## config.mk

```make
export PLATFORM = sky130hd
export DESIGN_NAME = decoded_instr_queue
export DESIGN_NICKNAME = d
export VERILOG_FILES = /design/src/rtl/decoded_instr_queue.sv
export SDC_FILE = /design/constraint.sdc
export NUM_CORES = 1
export LEC_CHECK = 0
export CAP_MARGIN = 15
export CORE_MARGIN = 2
export CORE_UTILIZATION = 49
export DETAILED_ROUTE_END_ITERATION = 12
export GPL_TIMING_DRIVEN = 0
export HOLD_SLACK_MARGIN = 0.03
export PLACE_DENSITY = 0.79
export SLEW_MARGIN = 20
export SYNTH_ARGS = -nofsm -noshare
export SYNTH_HDL_FRONTEND = slang
export SYNTH_SLANG_ARGS = --single-unit
```

## constraint.sdc

```tcl
create_clock -name clk_i -period 3.2 [get_ports clk_i]
set_clock_uncertainty 0.2 [all_clocks]
set_input_delay 0.48 -clock clk_i [delete_from_list [all_inputs] [get_ports clk_i]]
set_output_delay 0.48 -clock clk_i [all_outputs]
set_load 0.05 [all_outputs]
```

## src/rtl/decoded_instr_queue.sv

```systemverilog
// Decoded-instruction FIFO between decode and issue. Buffers up to DEPTH entries with their
// control-flow flag and presents the oldest one to issue; flush empties it.
module decoded_instr_queue #(
   parameter int unsigned DEPTH = 4,
   parameter int unsigned CNT_W = $clog2(DEPTH) + 1,
   parameter type scoreboard_entry_t = logic [63:0]
) (
   input  logic              clk_i,
   input  logic              rst_i,
   input  logic              flush_i,
   input  scoreboard_entry_t instr_i,
   input  logic              is_ctrl_flow_i,
   input  logic              instr_valid_i,
   output logic              instr_ready_o,
   output scoreboard_entry_t decoded_instr_o,
   output logic              is_ctrl_flow_o,
   output logic              decoded_instr_valid_o,
   input  logic              decoded_instr_ack_i,
   output logic [CNT_W-1:0]  count_o
);

   localparam int unsigned PTR_W = $clog2(DEPTH);

   typedef struct packed {
      scoreboard_entry_t instr;
      logic              ctrl;
   } slot_t;

   slot_t             mem_q [DEPTH];
   logic [PTR_W-1:0]  rptr_q, rptr_d;
   logic [PTR_W-1:0]  wptr_q, wptr_d;
   logic [CNT_W-1:0]  count_q, count_d;
   logic              push, pop;

   // Ready and valid depend on registered occupancy only.
   assign instr_ready_o         = (count_q < CNT_W'(DEPTH));
   assign decoded_instr_valid_o = (count_q != '0);
   assign count_o               = count_q;

   assign push = instr_valid_i && instr_ready_o && !flush_i;
   assign pop  = decoded_instr_ack_i && decoded_instr_valid_o && !flush_i;

   // Empty queue shows zeros so stale storage never leaks out.
   assign decoded_instr_o = decoded_instr_valid_o ? mem_q[rptr_q].instr : '0;
   assign is_ctrl_flow_o  = decoded_instr_valid_o ? mem_q[rptr_q].ctrl  : 1'b0;

   always_comb begin
      rptr_d  = rptr_q;
      wptr_d  = wptr_q;
      count_d = count_q;
      if (flush_i) begin
         rptr_d  = '0;
         wptr_d  = '0;
         count_d = '0;
      end else begin
         if (push) wptr_d = wptr_q + PTR_W'(1);
         if (pop)  rptr_d = rptr_q + PTR_W'(1);
         count_d = count_q + CNT_W'(push) - CNT_W'(pop);
      end
   end

   always_ff @(posedge clk_i or posedge rst_i) begin
      if (rst_i) begin
         rptr_q  <= '0;
         wptr_q  <= '0;
         count_q <= '0;
      end else begin
         rptr_q  <= rptr_d;
         wptr_q  <= wptr_d;
         count_q <= count_d;
      end
   end

   always_ff @(posedge clk_i) begin
      if (push) mem_q[wptr_q] <= '{instr: instr_i, ctrl: is_ctrl_flow_i};
   end

`ifndef SYNTHESIS
   always @(posedge clk_i) begin
      if (!rst_i) begin
         assert (!(push && count_q == CNT_W'(DEPTH)))
            else $error("push while full");
         assert (!(pop && count_q == '0))
            else $error("count underflow");
         assert (decoded_instr_valid_o == (count_o != '0))
            else $error("valid does not track count");
      end
   end
`endif

endmodule

```

==> results by group <==
Worst setup path
  – Worst Path Arrival: 2430 ps
  – Critical path endpoint category: output port
  – Required time at the endpoint of the critical path: 2520 ps
  – Worst setup SP type: flip-flop
  – R2r worst-path depth: 11
  – Maximum net fanout on the critical path: 10
  – Worst Path Class, Setup: flip-flop to output port

Logic synthesis
  – Total nets after synthesis: ~530
  – Netlist area before placement: 0.0103 sq mm
  – Post-synth cell types: 20
  – Warnings from Yosys: 0
  – Sequential area share after synthesis: 77.5%
  – Mean post-synth cell area: 22.5 sq um
  – Synthesized flop and latch total: 267
  – Cells after Synth: 457

Global route
  – Global Route Usage Sum: 16.9%
  – Initial antenna violation count: 0
  – First-pass GRT wire length: approximately 29,000 microns
  – Largest net degree at the start of global routing: 44
  – Vias in the first global route: 5,346
  – Global route overflow: 0

Timing
  – Number of failing setup endpoints in the final timing report: 0
  – Maximum clock frequency: approximately 320 MHz
  – Worst slew margin: 59.0%
  – Period utilization: 97.2%
  – Unrepaired setup endpoints after global routing: false
  – Tmin final: between 3000 and 4000 ps
  – Slew of the pin with the lowest slew margin: 615 ps
  – Hold WS: 111 ps
  – Number of endpoints with negative hold slack in the final report: 0
  – Count of pins over their slew limit: 0

Power and ir drop
  – Logic pwr share: about 36%
  – Maximum ir drop on the vdd rail: 0.000468 V
  – Internal power consumption: a little over 7000 uW
  – Part of the power in the clock network: 25.7%
  – Switching part of the total: 34.3%
  – Sequential share of power: roughly 38%
  – Tot Pwr: 10,800 uW
  – Power dissipated by switching net loads: 3700 uW
  – Leakage power figure: 0.00429 uW
  – Power per standard cell area: roughly 830 mW/mm^2

Placement
  – Sum of net half-perimeters after detailed placement: between 10,000 and 15,000 microns
  – Port-buffer cells: ~140
  – Last weighted congestion value of the routability-driven placer: 0.735

Finish
  – Relative area change from synthesis to final layout: 25.8%
  – Final-stage net count: 705
  – Commonest cells after routing, fill and taps aside: edfxtp_1 (260), clkdlybuf4s50_1 (72), mux4_2 (65), and2_1 (65), clkdlybuf4s15_2 (39)
  – Share of layout cells above drive strength 1: around a quarter
  – Commonest non-fill, non-tap cell in the layout: edfxtp_1
  – ANT cells: 0

Status
  – Status: complete, no violations

Floorplan
  – Starting Density: 49.5%
  – Overall die area: 0.0222 sq mm
  – Vertical die dimension: around 150 microns
  – Number of cell rows: between 50 and 60
  – Number of I/O pins: 140
  – Core Box Area: 0.0208 sq mm
  – Width of the die: 149 microns

Drt
  – DRC errors left: 0
  – Total iterations of the first detailed-routing run: 6
  – DR vias/cell: 5.25
  – Average wire per cell in the routed design: 20.0 microns
  – Via Count: ~4,800
  – Initial DRC Count: 226
  – Number of antenna-violating nets in the routed design: 0
  – Total wirelength of the detailed-routed design: 18,400 microns

Min path
  – Kind of path behind the tightest hold check: input port to flip-flop
  – Count of cells along the worst hold path: 2

Clock network
  – Number of clock sinks: 267
  – Number of buffers added by the clock tree synthesis step: 26
  – CTS tree: built
  – Clk_lat worst skew: 510 ps
  – Number of setup buffers added after CTS: 0
  – Master cell of the clock root buffer: clkbuf_16
  – H-Tree Level Count: 1
  – Clock Path Buffers: 3
  – Clock edge transition at the registers on the reported setup and hold paths: 60 ps

Run
  – MaxCap Viol Count: 0
[final timing paths]
kind                       startpoint             endpoint  slack (ps)
setup / recovery            rptr_q[0]  decoded_instr_o[57]          90
hold / removal                flush_i            rptr_q[0]         110
setup reg to reg           count_o[2]           count_o[2]         380
hold reg to reg             wptr_q[0]            wptr_q[0]         420
max in group asynchronous       rst_i            rptr_q[1]        2020
min in group asynchronous       rst_i           count_o[2]         550
[cells in the mapped netlist]
cell / count / share of area, %
xnor2_1: 3 / 0.26
buf_12: 4 / 0.78
buf_4: 3 / 0.22
clkbuf_1: 10 / 0.36
buf_2: 5 / 0.24
fa_1: 1 / 0.19
mux2i_1: 1 / 0.097
buf_6: 1 / 0.11
mux4_2: 65 / 14
or3_1: 1 / 0.061
o31ai_1: 1 / 0.073
o311ai_0: 1 / 0.085
dfrtp_1: 7 / 1.7
inv_1: 7 / 0.26
nor2_1: 7 / 0.26
edfxtp_1: 260 / 76
and2_1: 69 / 4.2
xor2_1: 2 / 0.17
ha_1: 6 / 0.73
nor2b_1: 3 / 0.18
[registers in the layout, indices dropped and copies added (netlist names)]
signal   count
mem_q      260
count_o      3
rptr_q       2
wptr_q       2
[worst max-delay path: stages (launching register included)]
cell and delay [ps]:
dfrtp_1 350, buf_6 130, buf_12 170, buf_12 160, mux4_2 490, and2_1 180
dlygate4sd2_1 420
[repair_timing]
action | in CTS | in global routing
hold endpoints to repair | 7 | 0
resized for setup | 148 | 6
hold buffers | 1 | 0
pin swaps | 0 | 0
endpoints found under the setup margin | 65 | 31
[through the flow]
step | instance area, sq um | util [%] | setup TNS (ps) | cells | worst slack [ps]
final | 13000 | 62.2 | 0 | 921 | 90.6
after global routing | 13000 | 62.2 | 0 | 921 | 5.06
after CTS | 13000 | 62.2 | -35.7 | 921 | -35.7
after detailed placement | 12100 | 58.3 | -638 | 874 | -117
after global placement | 12000 | 57.8 | -100940 | 870 | -395
after floorplan | 10300 | - | 0 | 457 | 503
[cell type report]
cell class                 count  area, sq um
buffer                        23          184
clock buffer                  37          713
clock inverter                 9         62.6
fill                        1464         7870
inverter                       7         26.3
multi-input combinational    160         2120
sequential                   267         7980
tap                          275          344
timing repair buffer         143         1520
[routing by layer]
layer  part of all wire (%)  track usage (%)  vias up
li1                       -                -     2186
met5                      0                0        -
met2                     51             28.9      143
met3                    5.5             3.00       22
met1                     42             23.0     2484
met4                    1.4             3.76        0
[kinds of logic (layout without fill, tap and decap cells)]
group | after synthesis | in the layout | share of synthesized area, %
xor+xnor | 5 | 5 | 0.425
mux | 66 | 66 | 14.3
fa+ha+maj | 7 | 7 | 0.923
simple gates | 80 | 80 | 4.69
flops | 267 | 267 | 77.5
buf+inv | 30 | 219 | 1.97
compound gates | 2 | 2 | 0.158
[power groups by stage]
stage | sequential, uW | combinational [uW] | clock, uW
2_1_floorplan | 4200 | 2790 | 0
3_3_place_gp | 4170 | 4100 | 0
3_5_place_dp | 4180 | 4150 | 0
4_1_cts | 4110 | 4000 | 2840
5_1_grt | 4120 | 4140 | 2980
6_report | 4100 | 3920 | 2770
No activity file was read; power rests on OpenSTA's default activity.
